## config.mk

```make
export PLATFORM = sky130hd
export DESIGN_NAME = filter_out_formatter
export DESIGN_NICKNAME = d
export VERILOG_FILES = /design/src/rtl/filter_out_formatter.sv
export SDC_FILE = /design/constraint.sdc
export NUM_CORES = 1
export LEC_CHECK = 0
export CAP_MARGIN = 30
export CELL_PAD_IN_SITES_DETAIL_PLACEMENT = 0
export CELL_PAD_IN_SITES_GLOBAL_PLACEMENT = 1
export CORE_MARGIN = 2
export CORE_UTILIZATION = 50
export DETAILED_ROUTE_END_ITERATION = 8
export PLACE_DENSITY = 0.84
export SETUP_SLACK_MARGIN = 0.05
export SYNTH_ARGS = -nofsm -noshare
export SYNTH_HDL_FRONTEND = slang
export SYNTH_SLANG_ARGS = --single-unit
```

## constraint.sdc

```tcl
create_clock -name clk -period 4.6 [get_ports clk]
set_input_delay 0.92 -clock clk [delete_from_list [all_inputs] [get_ports clk]]
set_output_delay 0.92 -clock clk [all_outputs]
set_load 0.1 [all_outputs]
```

## src/rtl/filter_out_formatter.sv

```systemverilog
// Output formatter for the spatial filter: converts signed filtered pixels to unsigned
// (clamp or absolute value), tags frame position, and buffers words in a FWFT FIFO.
module filter_out_formatter #(
  parameter int PIX_BIT   = 8,
  parameter int ROW_WIDTH = 100,
  parameter int COL_WIDTH = 100,
  parameter int CNT_BIT   = 7,
  parameter int FIFO_ABIT = 4
) (
  input  logic               clk,
  input  logic               reset_in,
  input  logic               pix_in_valid,
  input  logic [PIX_BIT:0]   pix_in,
  input  logic               abs_mode,
  input  logic               out_ready,
  output logic               out_valid,
  output logic [PIX_BIT-1:0] out_pix,
  output logic               out_sol,
  output logic               out_eol,
  output logic               out_eof,
  output logic               frame_done,
  output logic               overflow,
  output logic [FIFO_ABIT:0] fill_level
);

  localparam int DEPTH = 1 << FIFO_ABIT;
  localparam int WBIT  = PIX_BIT + 3;

  localparam logic [0:0] ST_IDLE   = 1'b0;
  localparam logic [0:0] ST_ACTIVE = 1'b1;

  logic [0:0]         state;
  logic [CNT_BIT-1:0] row;
  logic [CNT_BIT-1:0] col;
  logic               mode_held;
  logic               mode_eff;
  logic               is_sol;
  logic               is_eol;
  logic               is_eof;

  logic [PIX_BIT:0]   neg_mag;
  logic [PIX_BIT-1:0] conv_pix;

  logic               s1_valid;
  logic [WBIT-1:0]    s1_word;

  logic [WBIT-1:0]    mem [DEPTH];
  logic [FIFO_ABIT:0] wr_ptr;
  logic [FIFO_ABIT:0] rd_ptr;
  logic [WBIT-1:0]    head;
  logic               empty;
  logic               full;
  logic               pop;
  logic               push_ok;

  // The mode is latched on the frame's first pixel, so the first pixel itself uses the live input.
  assign mode_eff = (state == ST_IDLE) ? abs_mode : mode_held;
  assign is_sol   = (col == '0);
  assign is_eol   = (col == CNT_BIT'(COL_WIDTH - 1));
  assign is_eof   = is_eol && (row == CNT_BIT'(ROW_WIDTH - 1));

  // NOTE: every signal assigned in always_comb gets a default first so no latch is inferred.
  always_comb begin
    neg_mag  = ~pix_in + (PIX_BIT+1)'(1);
    conv_pix = pix_in[PIX_BIT-1:0];
    if (pix_in[PIX_BIT]) begin
      if (!mode_eff)             conv_pix = '0;
      else if (neg_mag[PIX_BIT]) conv_pix = '1;
      else                       conv_pix = neg_mag[PIX_BIT-1:0];
    end
  end

  // Counters advance on every accepted pixel, dropped or not, to keep frame geometry aligned.
  always_ff @(posedge clk or negedge reset_in) begin
    if (!reset_in) begin
      state     <= ST_IDLE;
      row       <= '0;
      col       <= '0;
      mode_held <= 1'b0;
    end else if (pix_in_valid) begin
      if (state == ST_IDLE) mode_held <= abs_mode;
      if (is_eol) begin
        col <= '0;
        if (is_eof) begin
          row   <= '0;
          state <= ST_IDLE;
        end else begin
          row   <= row + CNT_BIT'(1);
          state <= ST_ACTIVE;
        end
      end else begin
        col   <= col + CNT_BIT'(1);
        state <= ST_ACTIVE;
      end
    end
  end

  always_ff @(posedge clk or negedge reset_in) begin
    if (!reset_in) begin
      s1_valid <= 1'b0;
      s1_word  <= '0;
    end else begin
      s1_valid <= pix_in_valid;
      if (pix_in_valid) s1_word <= {conv_pix, is_sol, is_eol, is_eof};
    end
  end

  assign fill_level = wr_ptr - rd_ptr;
  assign empty      = (fill_level == '0);
  assign full       = (fill_level == (FIFO_ABIT+1)'(DEPTH));
  assign pop        = !empty && out_ready;
  assign push_ok    = s1_valid && (!full || pop);
  assign head       = mem[rd_ptr[FIFO_ABIT-1:0]];

  // NOTE: the storage array carries no reset; the pointers alone define which entries are live.
  always_ff @(posedge clk) begin
    if (push_ok) mem[wr_ptr[FIFO_ABIT-1:0]] <= s1_word;
  end

  always_ff @(posedge clk or negedge reset_in) begin
    if (!reset_in) begin
      wr_ptr     <= '0;
      rd_ptr     <= '0;
      overflow   <= 1'b0;
      frame_done <= 1'b0;
    end else begin
      if (push_ok) wr_ptr <= wr_ptr + (FIFO_ABIT+1)'(1);
      if (pop)     rd_ptr <= rd_ptr + (FIFO_ABIT+1)'(1);
      if (s1_valid && full && !pop) overflow <= 1'b1;
      frame_done <= pop && head[0];
    end
  end

  // Head fields are masked while empty so unwritten storage never reaches the outputs.
  assign out_valid = !empty;
  assign {out_pix, out_sol, out_eol, out_eof} = out_valid ? head : '0;

endmodule

```

-- Yosys cells after proc, flatten, opt, wreduce, memory -nomap -nowiden
Memories as Yosys holds them, arrays and structs flattened.
Cells that the tools add are included.
- add/sub/neg operators: 6
- multipliers: 0
- div/mod/pow operators: 0
- magnitude comparators: 0
- eq/ne operators: 3
- shift-type cells: 0
- muxes and demuxes: 11
- bitwise gates (word level): 1
- reductions and logical operators: 13
- operator list (kind ; number):
    8-bit 2-to-1 mux ; 3
    7-bit by 1-bit adder with 7-bit output (second input constant) ; 2
    7-bit == test (second input constant) ; 2
    7-bit 2-to-1 mux ; 2
    11-bit 2-to-1 mux ; 1
    5-bit by 1-bit adder with 5-bit output (second input constant) ; 2
    9-bit by 1-bit adder with 9-bit output (second input constant) ; 1
    9-bit NOT ; 1
    7-bit zero test ; 1
    1-bit logical AND ; 6
    5-bit == test (second input constant) ; 1
    5-bit zero test ; 1
    1-bit 2-to-1 mux ; 5
    5-bit subtractor ; 1
    1-bit zero test ; 3
    2-bit AND reduction ; 1
    1-bit logical OR ; 1
- bits in registers: 40
- latch bits: 0
- RAM bits: 176
- memory bits (read-only): 0
- input port bits: 14
- output and inout bits: 19
- word-level logic and storage cells: 45
- memories kept: 1
- memory list (memory ; depth ; bits a word ; read ports ; clocked after Yosys merged registers in ; write ports ; RTL line ; source):
    mem ; 16 ; 11 ; 1 ; 0 ; 1 ; 47 ; logic [WBIT-1:0] mem [DEPTH];

-- Longest topological paths before layout
Gate-level depths: netlist of run 1.
- word-level depth: 8
- gate-level depth with buffers: 11
- mapped depth without buffers: 8

-- Worst setup path after synthesis of run 1
Ideal clock, no wire load.
- path type: reg2out
- start point: register rd_ptr[2]
- end point: output port out_eol
- arrival: 5.959 ns
- required time: 3.680 ns
- slack: -2.279 ns
- cell stages (with the launch flop): 12
- path buffers: 4
- path through: dfrtp_1 buf_2 buf_2 inv_1 buf_2 ha_1 nand2b_1 a21oi_1 xnor2_1 nor2_2 buf_2 a211oi_1
- word-level cells in the longest chain between the ends: 3
- elaborated cells on any way between the ends: 4
- classes of those cells: add/sub: 1; mux: 1; reduce/logical: 1; memory: 1
- ends and longest elaborated chain (what ; RTL line ; source):
    start, declared ; 49 ; logic [FIFO_ABIT:0] rd_ptr;
    start signal, assigned ; 128 ; if (pop) rd_ptr <= rd_ptr + (FIFO_ABIT+1)'(1);
    5-bit subtractor ; 108 ; assign fill_level = wr_ptr - rd_ptr;
    named net fill_level[4] ; 23 ; output logic [FIFO_ABIT:0] fill_level
    5-bit zero test ; 109 ; assign empty = (fill_level == '0);
    11-bit 2-to-1 mux ; 136 ; assign {out_pix, out_sol, out_eol, out_eof} = out_valid ? head : '0;
    end, declared ; 19 ; output logic out_eol,
The timed path passes the listed nets, and every way through them passes these cells.

-- Worst setup path after layout of run 1
- start point: register wr_ptr[0]
- end point: output port out_eol
- word-level cells in the longest chain between the ends: 3
- ends and longest elaborated chain (what ; RTL line ; source):
    start, declared ; 48 ; logic [FIFO_ABIT:0] wr_ptr;
    start signal, assigned ; 127 ; if (push_ok) wr_ptr <= wr_ptr + (FIFO_ABIT+1)'(1);
    5-bit subtractor ; 108 ;
    5-bit zero test ; 109 ;
    11-bit 2-to-1 mux ; 136 ;
Every way passes these cells.

==> results of run 1 <==
[critical path, cell delays in order, from the launching register on]
cell and delay (ns):
sky130_fd_sc_hd__dfrtp_1 0.41, sky130_fd_sc_hd__inv_1 0.11, sky130_fd_sc_hd__ha_1 0.22, sky130_fd_sc_hd__fa_1 0.47, sky130_fd_sc_hd__nand2b_1 0.19, sky130_fd_sc_hd__a21oi_1 0.42
sky130_fd_sc_hd__xnor2_4 0.22, sky130_fd_sc_hd__nor2_2 0.07, sky130_fd_sc_hd__buf_4 0.25, sky130_fd_sc_hd__a211oi_4 0.28, sky130_fd_sc_hd__buf_12 0.21
[layout make-up]
type / instances / area share, %
well taps: 229 / 2.647
clock inverters: 9 / 1.144
repair buffers: 55 / 5.848
flip-flops and latches: 216 / 58.08
inverters: 18 / 0.6241
multi-input cells: 279 / 26.34
clock buffers: 29 / 5.317
[routing by layer]
metal  GRT usage (%)  vias up
met4           4.891        0
met5               0        -
met2           32.18      119
li1                -     2205
met1           25.26     2455
met3           2.244       28
[per-stage QoR]
step	utilization (%)	hold slack (ns)
6_report	60.26	0.3946
5_1_grt	60.26	0.4032
4_1_cts	60.15	0.4777
3_5_place_dp	56.26	0.4632
3_3_place_gp	56.26	0.4635
2_1_floorplan	-	0.4652
[layout by cell type (no fill, tap or decap), types with 3 or more instances in the layout]
master and n:
sky130_fd_sc_hd__edfxtp_1 176, sky130_fd_sc_hd__mux4_2 45, sky130_fd_sc_hd__nand2_1 41, sky130_fd_sc_hd__dfrtp_1 39, sky130_fd_sc_hd__buf_4 25, sky130_fd_sc_hd__clkbuf_16 21
sky130_fd_sc_hd__nor2_1 19, sky130_fd_sc_hd__inv_1 18, sky130_fd_sc_hd__a21oi_1 18, sky130_fd_sc_hd__and3_1 15, sky130_fd_sc_hd__buf_12 15, sky130_fd_sc_hd__clkdlybuf4s50_1 14
sky130_fd_sc_hd__xnor2_1 13, sky130_fd_sc_hd__ha_1 12, sky130_fd_sc_hd__mux2i_1 11, sky130_fd_sc_hd__nor3_1 11, sky130_fd_sc_hd__a211oi_4 10, sky130_fd_sc_hd__nor4b_2 8
sky130_fd_sc_hd__o21ai_0 8, sky130_fd_sc_hd__xor2_1 6, sky130_fd_sc_hd__mux2_2 6, sky130_fd_sc_hd__clkbuf_1 6, sky130_fd_sc_hd__nand4_1 4, sky130_fd_sc_hd__nand2b_1 3
sky130_fd_sc_hd__nor4_2 3, sky130_fd_sc_hd__nand3_1 3, sky130_fd_sc_hd__or3_1 3, sky130_fd_sc_hd__o2bb2ai_1 3, sky130_fd_sc_hd__a21o_1 3, sky130_fd_sc_hd__bufinv_16 3
[state kept, by name, indices dropped and copies added (netlist names)]
name / count
state: 1
mem: 176
wr_ptr: 5
s1_word: 11
mode_held: 1
frame_done: 1
overflow: 1
row: 7
s1_valid: 1
col: 7
rd_ptr: 5
[logic make-up (layout without fill, tap and decap cells)]
group	after synthesis	count (layout)	synth area share (%)
mux	64	64	13.44
fa+ha+maj	14	14	2.001
buf+inv	42	111	2.178
xor+xnor	21	21	2.097
simple gates	124	124	7.454
flops	216	216	68.84
compound gates	56	56	3.988
[worst min path at each step]
| stage | cells past startpoint | slack, ns | endpoint | startpoint |
|---|---|---|---|---|
| 3_5_place_dp | 1 | 0.46 | overflow | overflow |
| 3_3_place_gp | 1 | 0.46 | overflow | overflow |
| 6_report | 2 | 0.39 | s1_word[4] | reset_in |
| 4_1_cts | 1 | 0.48 | overflow | overflow |
| 5_1_grt | 2 | 0.40 | s1_word[4] | reset_in |
| 2_1_floorplan | 1 | 0.47 | rd_ptr[4] | rd_ptr[4] |
==> results_dict.tcl, run 1 <==
set metrics [dict create \
    final_period_minus_worst_setup_slack_ns 4.273 \
    synth.most_common_cell "sky130_fd_sc_hd__edfxtp_1" \
    multi_input_area_sq_um 2851 \
    timing_worst_slew_pin_value_ns 0.9723 \
    met1_length_microns 7266 \
    final-hold-violation-count 0 \
    placement.io_buffers 32 \
    finalInstanceArea_sq_um 10830 \
    flow.area_growth_from_synthesis_pct 18.55 \
    antenna-diode-count 0 \
    number_of_buffers_created_by_cts 21 \
    reg_to_reg_slack_setup_ns 1.03 \
    crit-reg2reg-capture "mem[6][9]" \
    finalWorstSetupSlack_ns 0.3274 \
    yosysSeqAreaShare_pct 68.84 \
    violation_count_after_the_first_detailed_routing_iteration 405 \
    fillers 1293 \
    r2r_start "wr_ptr[0]" \
    worstRegToRegCells 9 \
    rsz0062_at_grt "false" \
    timing.critical_path.to "out_eol" \
    highest_clock_rate_mhz 234.1 \
    postSynthCellCount 537 \
    synthFlopType "sky130_fd_sc_hd__edfxtp_1" \
    yosysTopAreaCell "sky130_fd_sc_hd__edfxtp_1" \
    yosys_warnings 0 \
    worst-setup-path-type "flip-flop to output pin" \
    clock_tree_from_tritoncts "built" \
    syn-cell-area_sq_um 9131 \
    drive_gt1_share_pct 25.91 \
    final_antenna_net_count 0 \
    dp_worst_setup_slack_ns 0.8475 \
    count_of_flip_flops_with_a_built_in_enable_after_synthesis 176 \
    synth_area_per_cell_sq_um 17.00 \
    synth_cell_type_count 53 \
    synth.top_cells.by_count "176 x sky130_fd_sc_hd__edfxtp_1, 45 x sky130_fd_sc_hd__mux4_2, 41 x sky130_fd_sc_hd__nand2_1" \
    floorplan.die.height_microns 139.1 \
    clk_root_buffer_cell "sky130_fd_sc_hd__clkbuf_16" \
    first_global_vias 4975 \
    routability_congestion_estimate 0.8317 \
    source_to_sink_clock_delay_at_the_later_pin_of_the_worst_skew_pair_ns 0.49 \
    dr_total_vias 4807 \
    globalRouteOverflowTotal 0 \
    synthesis_stage_register_bit_count 216 \
    detailed_place_hpwl_microns 10980 \
    routed_wire_length_per_instance_microns 21.01 \
    status "completed" \
    finalNetCount 619 \
    yosys-top-cells-area "sky130_fd_sc_hd__edfxtp_1 58%, sky130_fd_sc_hd__mux4_2 11%, sky130_fd_sc_hd__dfrtp_1 11%, sky130_fd_sc_hd__ha_1 1.8%, sky130_fd_sc_hd__nand2_1 1.7%" \
    synth_top_cell_area_share_pct 57.88 \
    number_of_buffers_between_clock_root_and_the_deepest_sink 3 \
    detail_route.vias_per_cell 5.757 \
    cell_row_count 49 \
    largest_net_degree_at_the_start_of_global_routing 48 \
    cts_num_sinks 216 \
    critPathArrivalTime_ns 3.35 \
    firstDrtPassIters 4 \
    setup_tns_ns 0 \
    worst_ep_required_time_ns 3.68 \
    crit_path_end_kind "output pin" \
    die_width_microns 139.1 \
    report.final.slew_viol_count 0 \
    launching_instance_or_port_of_the_critical_path "wr_ptr[0]" \
    number_of_maximum_capacitance_violations 0 \
    path_max_fanout 13 \
    htreeDepth 1 \
    asyncSetResetFlopFracSynth_pct 18.52 \
    wire_length_of_the_first_global_routing_pass_microns 27790 \
    clk_pin_slew_worst_paths_ns 0.07 \
    sequential_cell_area_sq_um 6287 \
    detailroute.wirelength.met2_microns 8996 \
    post-route-drc-count 0 \
    fin_cells 835 \
    wirelength_microns 17540 \
    finalClockSkew_ns 0.01253 \
    top_layer "met4" \
    relSlewSlack_pct 34.98 \
    cts_resized 0 \
    instance_area_after_placement_sq_um 10110 \
    report.final.setup_viol 0 \
    top_level_ports 33 \
    wl_met3_microns 975 \
    core-area_sq_um 17960 \
    start_kind "flip-flop" \
    worstHoldPathType "primary input to async pin" \
    start_util_pct 50.83 \
    final_min_period_over_clock_period_pct 92.88 \
    postCtsSetupRepairBufs 0 \
    cts_hold_buf 0 \
    synth.net_count 565 \
    gr-usage-all-layers_pct 18.54 \
    floorplan.die_area_sq_um 19360 \
    place_inst 796 \
    number_of_antenna_violations_at_the_first_check_in_global_routing 0 \
]
Power of run 1 is not shown: default switching activity piles up to over one toggle a cycle in this logic, so the estimate is an artifact.
==> run 2, diff against run 1 <==
Settings changed: CORE_ASPECT_RATIO set to 0.9, SLEW_MARGIN set to 15.
==> results_dict.tcl, run 2 (synthesis gave the netlist of run 1 again) <==
set metrics [dict create \
    worstRegToRegCells 9 \
    source_to_sink_clock_delay_at_the_later_pin_of_the_worst_skew_pair_ns 0.50 \
    launching_instance_or_port_of_the_critical_path "wr_ptr[0]" \
    wirelength_microns 18570 \
    status "completed" \
    flow.area_growth_from_synthesis_pct 19.03 \
    clock_tree_from_tritoncts "built" \
    fillers 1241 \
    wl_met3_microns 1028 \
    top_level_ports 33 \
    setup_tns_ns 0 \
    die_width_microns 146.5 \
    r2r_start "wr_ptr[0]" \
    rsz0062_at_grt "false" \
    number_of_buffers_created_by_cts 22 \
    placement.io_buffers 32 \
    highest_clock_rate_mhz 231.2 \
    timing_worst_slew_pin_value_ns 0.9623 \
    floorplan.die.height_microns 132.2 \
    number_of_buffers_between_clock_root_and_the_deepest_sink 3 \
    final-hold-violation-count 0 \
    detailroute.wirelength.met2_microns 9530 \
    gr-usage-all-layers_pct 19.90 \
    drive_gt1_share_pct 26.35 \
    dr_total_vias 4907 \
    start_kind "flip-flop" \
    routed_wire_length_per_instance_microns 21.83 \
    globalRouteOverflowTotal 0 \
    path_max_fanout 13 \
    firstDrtPassIters 5 \
    largest_reg_flops 176 \
    clk_root_buffer_cell "sky130_fd_sc_hd__clkbuf_16" \
    routability_congestion_estimate 0.8630 \
    antenna-diode-count 0 \
    final_antenna_net_count 0 \
    worst_ep_required_time_ns 3.68 \
    wire_length_of_the_first_global_routing_pass_microns 29240 \
    cts_num_sinks 216 \
    worst-setup-path-type "flip-flop to output pin" \
    number_of_maximum_capacitance_violations 0 \
    worstHoldPathType "primary input to async pin" \
    postCtsSetupRepairBufs 0 \
    cell_row_count 46 \
    post-route-drc-count 0 \
    detail_route.vias_per_cell 5.766 \
    sequential_cell_area_sq_um 6287 \
    finalNetCount 623 \
    clk_pin_slew_worst_paths_ns 0.06 \
    crit-reg2reg-capture "mem[2][10]" \
    slowest_delay_ns 0.46 \
    start_util_pct 51.34 \
    cts_resized 0 \
    report.final.setup_viol 0 \
    relSlewSlack_pct 35.65 \
    largest_net_degree_at_the_start_of_global_routing 48 \
    final_period_minus_worst_setup_slack_ns 4.326 \
    top_layer "met4" \
    multi_input_area_sq_um 2846 \
    violation_count_after_the_first_detailed_routing_iteration 382 \
    first_global_vias 5070 \
    met1_length_microns 7711 \
    report.final.slew_viol_count 0 \
    number_of_antenna_violations_at_the_first_check_in_global_routing 0 \
    core-area_sq_um 17780 \
    final_min_period_over_clock_period_pct 94.04 \
    cts_hold_buf 0 \
    critPathArrivalTime_ns 3.41 \
    reg_to_reg_slack_setup_ns 1.12 \
    finalClockSkew_ns 0.01691 \
    layout.cells.most_common "sky130_fd_sc_hd__edfxtp_1" \
    floorplan.die_area_sq_um 19360 \
    htreeDepth 1 \
    layout_common_cells "176 x sky130_fd_sc_hd__edfxtp_1, 45 x sky130_fd_sc_hd__mux4_2, 41 x sky130_fd_sc_hd__nand2_1, 39 x sky130_fd_sc_hd__dfrtp_1, 28 x sky130_fd_sc_hd__buf_4" \
    worstPathCellList "inv_1, ha_1, fa_1, nand2b_1, a21oi_1, xnor2_4, nor2_2, buf_4, a211oi_4, buf_12" \
    crit_path_top_delay_cell "sky130_fd_sc_hd__fa_1" \
    detailed_place_hpwl_microns 11310 \
    crit_path_end_kind "output pin" \
]
## run 2: area by class of cell
cell class                      instances  area share [%]
Tap cell                              240           2.763
Clock inverter                         10          0.9439
Timing Repair Buffer                   58           6.009
Clock buffer                           30           5.629
Sequential cell                       216           57.84
Multi-Input combinational cell        279           26.19
Inverter                               18          0.6216
## run 2: routing by layer
layer / vias up / global-route usage, %
li1: 2204 / -
met1: 2542 / 26.97
met2: 135 / 34.38
met3: 26 / 3.287
met4: 0 / 4.423
met5: - / 0
## run 2: per-stage QoR
step / hold WS (ns) / cells / instance area (sq um) / setup WS (ns) / util [%]
after floorplan: 0.4652 / 537 / 9303 / 0.05814 / -
after global placement: 0.4574 / 810 / 10130 / 0.8988 / 56.94
after detailed placement: 0.4560 / 810 / 10130 / 0.7937 / 56.94
after CTS: 0.3153 / 850 / 10840 / 0.2644 / 60.96
after global routing: 0.3320 / 851 / 10870 / 0.05379 / 61.12
final: 0.3207 / 851 / 10870 / 0.2741 / 61.12
## run 2: how the worst max path moves through the flow
stage / endpoint / slack, ns
6_report: out_eol / 0.27
5_1_grt: out_eol / 0.05
4_1_cts: out_eol / 0.26
3_5_place_dp: out_eol / 0.79
3_3_place_gp: out_eol / 0.90
2_1_floorplan: out_eol / 0.06
## run 2: critical path, delay by kind of cell, from the launching register on
kind	cells	cell delay, ns
flip-flops	1	0.42
adder cells (fa/ha/maj)	2	0.69
XOR/XNOR	1	0.22
AO/OA/AOI/OAI	2	0.73
AND/OR/NAND/NOR	2	0.25
buffers and inverters	3	0.58
Power of run 2 is left out for the same reason.
